===== src/rtl/uart_pkg.sv =====
// Shared types and constants for the UART word receiver.
package uart_pkg;

  typedef enum logic [2:0] {IDLE, START, DATA, STOP, BREAK} uart_rx_state_t;

  localparam int unsigned OVS       = 16;
  localparam int unsigned START_MID = 7;
  localparam int unsigned OS_W      = 4;
  localparam int unsigned TO_W      = 8;

endpackage


===== src/rtl/uart_word_rx_if.sv =====
// Byte/word delivery bus between the UART receiver and its consumer.
interface uart_word_rx_if;

  logic        rx;
  logic        clear;
  logic [7:0]  byte_data;
  logic        byte_valid;
  logic [31:0] word_data;
  logic        word_valid;
  logic        frame_err;
  logic        busy;

  modport master (
    output rx, clear,
    input  byte_data, byte_valid, word_data, word_valid, frame_err, busy
  );

  modport slave (
    input  rx, clear,
    output byte_data, byte_valid, word_data, word_valid, frame_err, busy
  );

endinterface


===== src/rtl/uart_tick_gen.sv =====
// Oversample tick generator: one-cycle tick every DIV clocks, re-phased by restart.
module uart_tick_gen #(
  parameter int unsigned DIV = 651
) (
  input  logic clk,
  input  logic reset,
  input  logic restart,
  output logic tick
);

  localparam int unsigned CW = (DIV > 1) ? $clog2(DIV) : 1;

  logic [CW-1:0] cnt;

  always_ff @(posedge clk) begin
    if (!reset) begin
      cnt  <= '0;
      tick <= 1'b0;
    end else if (restart) begin
      cnt  <= '0;
      tick <= 1'b0;
    end else if (cnt == CW'(DIV - 1)) begin
      cnt  <= '0;
      tick <= 1'b1;
    end else begin
      cnt  <= cnt + CW'(1);
      tick <= 1'b0;
    end
  end

endmodule


===== src/rtl/uart_word_rx.sv =====
// 8N1 UART receiver delivering bytes and little-endian 32-bit words, with
// partial-word flush on framing error, inter-byte timeout or clear.
module uart_word_rx
  import uart_pkg::*;
#(
  parameter int unsigned DIV          = 651,
  parameter int unsigned TIMEOUT_BITS = 32
) (
  input logic           clk,
  input logic           reset,
  uart_word_rx_if.slave bus
);

  logic              rx_meta, rx_s, rx_prev;
  uart_rx_state_t    state, state_n;
  logic [OS_W-1:0]   os, os_n;
  logic [2:0]        bit_idx, bit_idx_n;
  logic [7:0]        shreg, shreg_n;
  logic              tick, restart_c, commit_c, ferr_c;
  logic [1:0]        byte_cnt, lane_c;
  logic [23:0]       word_buf;
  logic [OS_W-1:0]   to_os;
  logic [TO_W-1:0]   to_bits;

  uart_tick_gen #(.DIV(DIV)) u_tick (
    .clk     (clk),
    .reset   (reset),
    .restart (restart_c),
    .tick    (tick)
  );

  // Next-state logic; sampling happens on the oversample tick at each bit midpoint.
  always_comb begin
    state_n   = state;
    os_n      = os;
    bit_idx_n = bit_idx;
    shreg_n   = shreg;
    restart_c = 1'b0;
    commit_c  = 1'b0;
    ferr_c    = 1'b0;
    lane_c    = bus.clear ? 2'd0 : byte_cnt;
    case (state)
      IDLE: begin
        if (!rx_s && rx_prev) begin
          state_n   = START;
          os_n      = '0;
          restart_c = 1'b1;
        end
      end
      START: begin
        if (tick) begin
          if (os == OS_W'(START_MID)) begin
            if (rx_s) begin
              state_n = IDLE;
            end else begin
              state_n   = DATA;
              os_n      = '0;
              bit_idx_n = '0;
            end
          end else begin
            os_n = os + OS_W'(1);
          end
        end
      end
      DATA: begin
        if (tick) begin
          if (os == OS_W'(OVS - 1)) begin
            os_n    = '0;
            shreg_n = {rx_s, shreg[7:1]};
            if (bit_idx == 3'd7) state_n = STOP;
            else                 bit_idx_n = bit_idx + 3'd1;
          end else begin
            os_n = os + OS_W'(1);
          end
        end
      end
      STOP: begin
        if (tick) begin
          if (os == OS_W'(OVS - 1)) begin
            os_n = '0;
            if (rx_s) begin
              commit_c = 1'b1;
              state_n  = IDLE;
            end else begin
              ferr_c  = 1'b1;
              state_n = BREAK;
            end
          end else begin
            os_n = os + OS_W'(1);
          end
        end
      end
      BREAK: begin
        if (rx_s) state_n = IDLE;
      end
      default: state_n = IDLE;
    endcase
  end

  always_ff @(posedge clk) begin
    if (!reset) begin
      // Synchronizer clears low so a line already idle-high produces no edge.
      rx_meta        <= 1'b0;
      rx_s           <= 1'b0;
      rx_prev        <= 1'b0;
      state          <= IDLE;
      os             <= '0;
      bit_idx        <= '0;
      shreg          <= '0;
      byte_cnt       <= '0;
      word_buf       <= '0;
      to_os          <= '0;
      to_bits        <= '0;
      bus.byte_data  <= '0;
      bus.byte_valid <= 1'b0;
      bus.word_data  <= '0;
      bus.word_valid <= 1'b0;
      bus.frame_err  <= 1'b0;
      bus.busy       <= 1'b0;
    end else begin
      rx_meta        <= bus.rx;
      rx_s           <= rx_meta;
      rx_prev        <= rx_s;
      state          <= state_n;
      os             <= os_n;
      bit_idx        <= bit_idx_n;
      shreg          <= shreg_n;
      bus.byte_valid <= commit_c;
      bus.word_valid <= 1'b0;
      bus.frame_err  <= ferr_c;
      bus.busy       <= (state_n != IDLE);

      // A committed byte wins over clear and then starts a fresh word.
      if (commit_c) begin
        bus.byte_data <= shreg;
        case (lane_c)
          2'd0: word_buf[7:0]   <= shreg;
          2'd1: word_buf[15:8]  <= shreg;
          2'd2: word_buf[23:16] <= shreg;
          default: begin
            bus.word_data  <= {shreg, word_buf};
            bus.word_valid <= 1'b1;
          end
        endcase
        byte_cnt <= lane_c + 2'd1;
      end else if (ferr_c || bus.clear) begin
        byte_cnt <= '0;
      end

      // Inter-byte timeout, measured in bit-times of continuous idle.
      if (state == IDLE && byte_cnt != 2'd0) begin
        if (tick) begin
          if (to_os == OS_W'(OVS - 1)) begin
            to_os <= '0;
            if (to_bits == TO_W'(TIMEOUT_BITS - 1)) begin
              to_bits  <= '0;
              byte_cnt <= '0;
            end else begin
              to_bits <= to_bits + TO_W'(1);
            end
          end else begin
            to_os <= to_os + OS_W'(1);
          end
        end
      end else begin
        to_os   <= '0;
        to_bits <= '0;
      end
    end
  end

endmodule


===== src/flat_wrapper.sv =====
// flat-port wrapper written by rule: the top's interface ports become plain ports
module uart_word_rx_flat import uart_pkg::*;
#(
  parameter int unsigned DIV          = 651,
  parameter int unsigned TIMEOUT_BITS = 32
)
  (clk, reset, bus_rx, bus_clear, bus_byte_data, bus_byte_valid, bus_word_data, bus_word_valid, bus_frame_err, bus_busy);
  uart_word_rx_if bus_i ();
  input logic clk;
  input logic reset;
  input wire logic [$bits(bus_i.rx)-1:0] bus_rx;
  input wire logic [$bits(bus_i.clear)-1:0] bus_clear;
  output wire logic [$bits(bus_i.byte_data)-1:0] bus_byte_data;
  output wire logic [$bits(bus_i.byte_valid)-1:0] bus_byte_valid;
  output wire logic [$bits(bus_i.word_data)-1:0] bus_word_data;
  output wire logic [$bits(bus_i.word_valid)-1:0] bus_word_valid;
  output wire logic [$bits(bus_i.frame_err)-1:0] bus_frame_err;
  output wire logic [$bits(bus_i.busy)-1:0] bus_busy;
  assign bus_i.rx = bus_rx;
  assign bus_i.clear = bus_clear;
  assign bus_byte_data = bus_i.byte_data;
  assign bus_byte_valid = bus_i.byte_valid;
  assign bus_word_data = bus_i.word_data;
  assign bus_word_valid = bus_i.word_valid;
  assign bus_frame_err = bus_i.frame_err;
  assign bus_busy = bus_i.busy;
  uart_word_rx #(.DIV(DIV), .TIMEOUT_BITS(TIMEOUT_BITS)) u_core (.clk(clk), .reset(reset), .bus(bus_i));
endmodule

===== config.mk =====
export PLATFORM = sky130hd
export DESIGN_NAME = uart_word_rx_flat
export DESIGN_NICKNAME = d
export VERILOG_FILES = /design/src/rtl/uart_pkg.sv /design/src/rtl/uart_word_rx_if.sv /design/src/rtl/uart_tick_gen.sv /design/src/rtl/uart_word_rx.sv /design/src/flat_wrapper.sv
export SDC_FILE = /design/constraint.sdc
export NUM_CORES = 1
export LEC_CHECK = 0
export ABC_AREA = 0
export BUFFER_PORTS_ARGS = -buffer_cell sky130_fd_sc_hd__buf_2
export CORE_ASPECT_RATIO = 0.6
export CORE_UTILIZATION = 58
export DETAILED_ROUTE_END_ITERATION = 16
export PLACE_DENSITY = 0.82
export SLEW_MARGIN = 20
export SYNTH_ARGS = -nofsm -noshare
export SYNTH_HDL_FRONTEND = slang
export SYNTH_SLANG_ARGS = --single-unit

===== constraint.sdc =====
create_clock -name clk -period 2.7 [get_ports clk]
set_input_delay 0.675 -clock clk [delete_from_list [all_inputs] [get_ports clk]]
set_output_delay 0.675 -clock clk [all_outputs]
set_load 0.005 [all_outputs]

After elaboration in Yosys (flattened, before gate mapping)
Cells that the tools add are included.
{"block": "totals", "output_inout_bits": 44, "regBits": 114, "input_bits": 4}
{"block": "classes", "n_reduce_logical": 24, "n_bitwise": 2, "mux": 47, "add_sub_neg": 6, "eq_ne": 21}
{"operator": "two-way mux 3 bit", "count": 16}
{"operator": "two-way mux 4 bit", "count": 7}
{"operator": "two-way mux 2 bit", "count": 8}
{"operator": "case mux 3 bit (5 select lines)", "count": 1}
{"operator": "AND reduction 2 bit", "count": 7}
{"operator": "two-way mux 1 bit", "count": 12}
{"operator": "case mux 4 bit (3 select lines)", "count": 1}
{"operator": "adder 10 x 1 -> 10 bit, second input constant", "count": 1}
{"operator": "equality test 10 bit, second input constant", "count": 1}
{"operator": "adder 4 x 1 -> 4 bit, second input constant", "count": 2}
{"operator": "adder 8 x 1 -> 8 bit, second input constant", "count": 1}
{"operator": "equality test 4 bit, second input constant", "count": 2}
{"operator": "equality test 8 x 5 -> 1 bit, second input constant", "count": 1}
{"operator": "two-way mux 8 bit", "count": 1}
{"operator": "!= test 2 x 1 -> 1 bit, second input constant", "count": 4}
{"operator": "!= test 2 bit, second input constant", "count": 4}
{"operator": "AND reduction 7 bit", "count": 1}
{"operator": "equality test 3 x 2 -> 1 bit, second input constant", "count": 2}
{"operator": "equality test 3 bit, second input constant", "count": 2}
{"operator": "case mux 3 bit (2 select lines)", "count": 1}
{"operator": "nonzero test 3 bit", "count": 2}
{"operator": "OR reduction 3 bit", "count": 2}
{"operator": "AND reduction 5 bit", "count": 1}
{"operator": "equality test 4 x 3 -> 1 bit, second input constant", "count": 1}
{"operator": "15 further kinds", "count": 19}

Longest topological paths before layout
{"block": "depth", "depth_word": 11, "mapped_depth": 7, "mapped_depth_nobuf": 7}

Hierarchy
From an unflattened synthesis, not the netlist that was laid out.
{"block": "hier_totals", "hier_cells": 519, "area_unflattened_um2": 4610.7}
{"mod": "uart_word_rx", "n_inst": 1, "seq_area_each_um2": 2062.0, "area_each_um2": 4096.4, "cells_each": 466}
{"mod": "uart_tick_gen", "n_inst": 1, "seq_area_each_um2": 220.2, "area_each_um2": 514.2, "cells_each": 53}

Worst setup path after synthesis
OpenSTA, ideal clock, no wires.
{"block": "synth_timing", "path_type": "register -> register", "from": "register u_core.os[0]", "to": "register u_core.bus.byte_data[1]", "setup_ps": 128, "path_stages_with_launch": 8, "slack_ps": 740, "t_required_ps": 2572, "synth_period_minus_slack_ps": 1960, "arrival_time_ps": 1832, "path_cell_list": "dfxtp_1 -> ha_1 -> nand4_2 -> or3_4 -> nor3b_4 -> buf_6 -> mux2i_1 -> nor2_1"}
{"block": "synth_between", "elab_chain_cells": 4}
{"item": "start: declaration", "line_no": "uart_word_rx.sv:16", "text": "logic [OS_W-1:0] os, os_n;"}
{"item": "start signal: assignment", "line_no": "uart_word_rx.sv:125", "text": "os <= os_n;"}
{"item": "equality test 4 bit", "line_no": "uart_word_rx.sv:79", "text": "if (os == OS_W'(OVS - 1)) begin"}
{"item": "two-way mux 1 bit", "line_no": "uart_word_rx.sv:79"}
{"item": "two-way mux 1 bit", "line_no": "uart_word_rx.sv:78", "text": "if (tick) begin"}
{"item": "two-way mux 1 bit", "line_no": "uart_word_rx.sv:42", "text": "case (state)"}
{"item": "end signal: assignment", "line_no": "uart_word_rx.sv:135", "text": "bus.byte_data <= shreg;"}
{"item": "end: declaration", "line_no": "uart_word_rx_if.sv:20", "text": "output byte_data, byte_valid, word_data, word_valid, frame_err, busy"}
Every way passes these cells.
A chain may end at the register's enable or synchronous reset.

Worst setup path after layout
{"block": "layout_timing", "from": "register u_core.os[0]", "to": "register u_core.bus.word_data[1]"}
{"block": "layout_between", "elab_chain_cells": 5}
{"item": "equality test 4 bit", "line_no": "uart_word_rx.sv:79"}
{"item": "two-way mux 1 bit", "line_no": "uart_word_rx.sv:79"}
{"item": "two-way mux 1 bit", "line_no": "uart_word_rx.sv:78"}
{"item": "two-way mux 1 bit", "line_no": "uart_word_rx.sv:42"}
{"item": "AND reduction 2 bit (no source line)"}
{"item": "end signal: assignment", "line_no": "uart_word_rx.sv:141", "text": "bus.word_data <= {shreg, word_buf};"}
{"item": "end: declaration", "line_no": "uart_word_rx_if.sv:20"}
Every way passes these cells.

==> results_dict.tcl <==
set metrics [dict create \
    status "completed" \
    mostFrequentLayoutCell "sky130_fd_sc_hd__dfxtp_1" \
    place.gp.congestion 0.972 \
    die_height_um 70.7 \
    timing_worst_slew_pin_value_ps 580 \
    grtUsageTotal_pct 25.9 \
    hold_viol 0 \
    cts-buffers-inserted 17 \
    drt.antenna.violating_nets 0 \
    postSynth.asyncResetShare_pct 0 \
    finClkSkew_ps 10.1 \
    synth_seq_area_share_pct 50.1 \
    dr.pass1.iters 5 \
    synth.yosys.warnings 0 \
    hold_path_class "register to register" \
    ctsResizeCount 0 \
    cts-root-to-sink-buffers 2 \
    num_io_pins 48 \
    synth_flop_cell "sky130_fd_sc_hd__dfxtp_1" \
    drt-initial-drc-count 288 \
    area_growth_syn_to_layout_pct 19.9 \
    die_area_um2 8220 \
    required_ps 3010 \
    maxSlewHeadroom_pct 61.3 \
    cts_setup_buffers 0 \
    timing.setup.tns_ps 0 \
    path_clk_slew_ps 50 \
    fp.coreArea_um2 7420 \
    fp-row-count 24 \
    distinct_cell_type_count_of_the_synthesized_netlist 48 \
    detailroute.wirelength.met3_um 588 \
    category_of_the_critical_setup_timing_path "register to register" \
    clock_network_latency_to_the_later_pin_of_the_worst_skew_pair_ps 400 \
    leakagePower_nw 2.54 \
    h-tree-depth 4 \
    die-width_um 116 \
    cts_num_sinks 114 \
    timing.critical_path.from_type "register" \
    drt_drc_violations_left 0 \
    cts.root.buffer_cell "sky130_fd_sc_hd__clkbuf_16" \
    grt_setup_unrepaired "false" \
    vias 3426 \
    vdd.ir_drop.worst_mv 0.448 \
    p_total_w 0.00403 \
    worst_hold_slack_ps 433 \
    drv_slew 0 \
    grt_first_pass_wirelength_um 16100 \
    max_clock_freq_mhz 409 \
    tritoncts "built" \
    routed_length_per_placed_instance_um 15.7 \
    top_signal_layer_used "met4" \
    first_global_vias 3307 \
    drv_cap 0 \
    globalRouteOverflowTotal 0 \
    power_per_cell_area_nw_per_um2 739 \
    drive_above_1_share_pct 17.6 \
    buffer_ports.inserted 47 \
    route.detailed.vias_per_inst 5.43 \
    hold_buffers 0 \
    setup_viol 0 \
    num-fill-cells 523 \
    multi_input_area_um2 2130 \
    netlist_instances 464 \
    period_share_pct 90.6 \
    start_util_pct 61.4 \
    synth_edf_count 0 \
    dr_wl_met2_um 4560 \
    avgSynthCellArea_um2 9.82 \
    synth_area_um2 4560 \
    synth_fp_nets 479 \
    largest_net_degree_at_the_start_of_global_routing 37 \
    critPathCaptureType "register" \
    arrival_ps 2760 \
    postSynthRegisterBits 114 \
    drt-met1-wl_um 4660 \
    detailedPlacementHpwl_um 6660 \
    seqCellArea_um2 2280 \
    cp_max_fo 33 \
    initial_antenna_violation_count 0 \
    antenna_cells 0 \
    final_period_minus_worst_setup_slack_ps 2450 \
    finalWirelength_um 9880 \
    nets 529 \
    layout.cells.most_common_list "114 x sky130_fd_sc_hd__dfxtp_1, 78 x sky130_fd_sc_hd__nand2_1, 78 x sky130_fd_sc_hd__mux2i_1" \
]
-- path summary, 6_finish.rpt --
| path | slack, ps | startpoint | endpoint | cells past startpoint |
|---|---|---|---|---|
| min reg2reg | 430 | u_core.rx_meta | u_core.rx_s | 1 |
| max | 250 | u_core.os[0] | u_core.bus.word_data[1] | 6 |
| min | 430 | u_core.rx_meta | u_core.rx_s | 1 |
| max reg2reg | 250 | u_core.os[0] | u_core.bus.word_data[1] | 6 |
-- critical path, stage by stage (launching register included) --
cell,delay (ps)
sky130_fd_sc_hd__dfxtp_1,360
sky130_fd_sc_hd__ha_1,250
sky130_fd_sc_hd__nand4_2,200
sky130_fd_sc_hd__or3_4,400
sky130_fd_sc_hd__nor3b_4,410
sky130_fd_sc_hd__nand2_4,420
sky130_fd_sc_hd__mux2i_1,300
-- sequential cells by signal, summed over array words and instances (netlist names), 2 cells and up --
signal                flops
u_core.bit_idx            3
u_core.u_tick.cnt        10
u_core.shreg              8
u_core.os                 4
u_core.byte_cnt           2
u_core.to_os              4
u_core.word_buf          24
u_core.state              3
u_core.bus.word_data     32
u_core.bus.byte_data      8
u_core.to_bits            8
-- synthesized netlist by cell type, drive strengths merged (5+ instances only) --
library cell / count / area, um2
a21oi: 9 / 45.0
and2: 7 / 43.8
and3: 5 / 31.3
buf: 8 / 62.6
clkbuf: 13 / 48.8
dfxtp: 114 / 2280
ha: 11 / 138
inv: 7 / 26.3
mux2i: 78 / 781
nand2: 82 / 328
nand2b: 9 / 56.3
nand3: 12 / 60.1
nand4: 8 / 56.3
nor2: 52 / 203
o21ai: 5 / 25.0
xnor2: 5 / 43.8
xor2: 11 / 96.3
-- through the flow --
step | cell area, um2 | utilization (%) | setup slack (ps) | instances
3_3_place_gp | 4850 | 65.4 | 437 | 599
5_1_grt | 5460 | 73.6 | 127 | 631
6_report | 5460 | 73.6 | 253 | 631
2_1_floorplan | 4560 | - | 740 | 464
3_5_place_dp | 4850 | 65.4 | 331 | 599
4_1_cts | 5460 | 73.6 | 255 | 631
-- kinds of logic after synthesis --
| group | share of synthesized area (%) |
|---|---|
| compound gates | 3.76 |
| xor+xnor | 3.08 |
| fa+ha+maj | 3.02 |
| buf+inv | 3.10 |
| flops | 50.1 |
| mux | 17.1 |
| simple gates | 19.8 |
-- final cells by class --
type	count	area share (%)
Sequential cell	114	41.8
Inverter	8	0.550
Clock buffer	22	8.87
Clock inverter	10	2.38
Multi-Input combinational cell	321	39.0
Timing Repair Buffer	52	4.99
Tap cell	104	2.38
-- routing by layer --
layer	global-route usage, %	vias up
li1	-	1673
met3	7.20	11
met5	0	-
met1	34.0	1626
met2	40.8	116
met4	9.54	0
-- power by group --
part / switching (W) / total, W / leakage [nW] / internal [W]
Clock: 0.000742 / 0.00228 / 0.302 / 0.00154
Combinational: 0.0000395 / 0.0000548 / 1.32 / 0.0000153
Sequential: 0.00000798 / 0.00170 / 0.919 / 0.00169
Note: power is estimated with default switching activity, not from simulation.
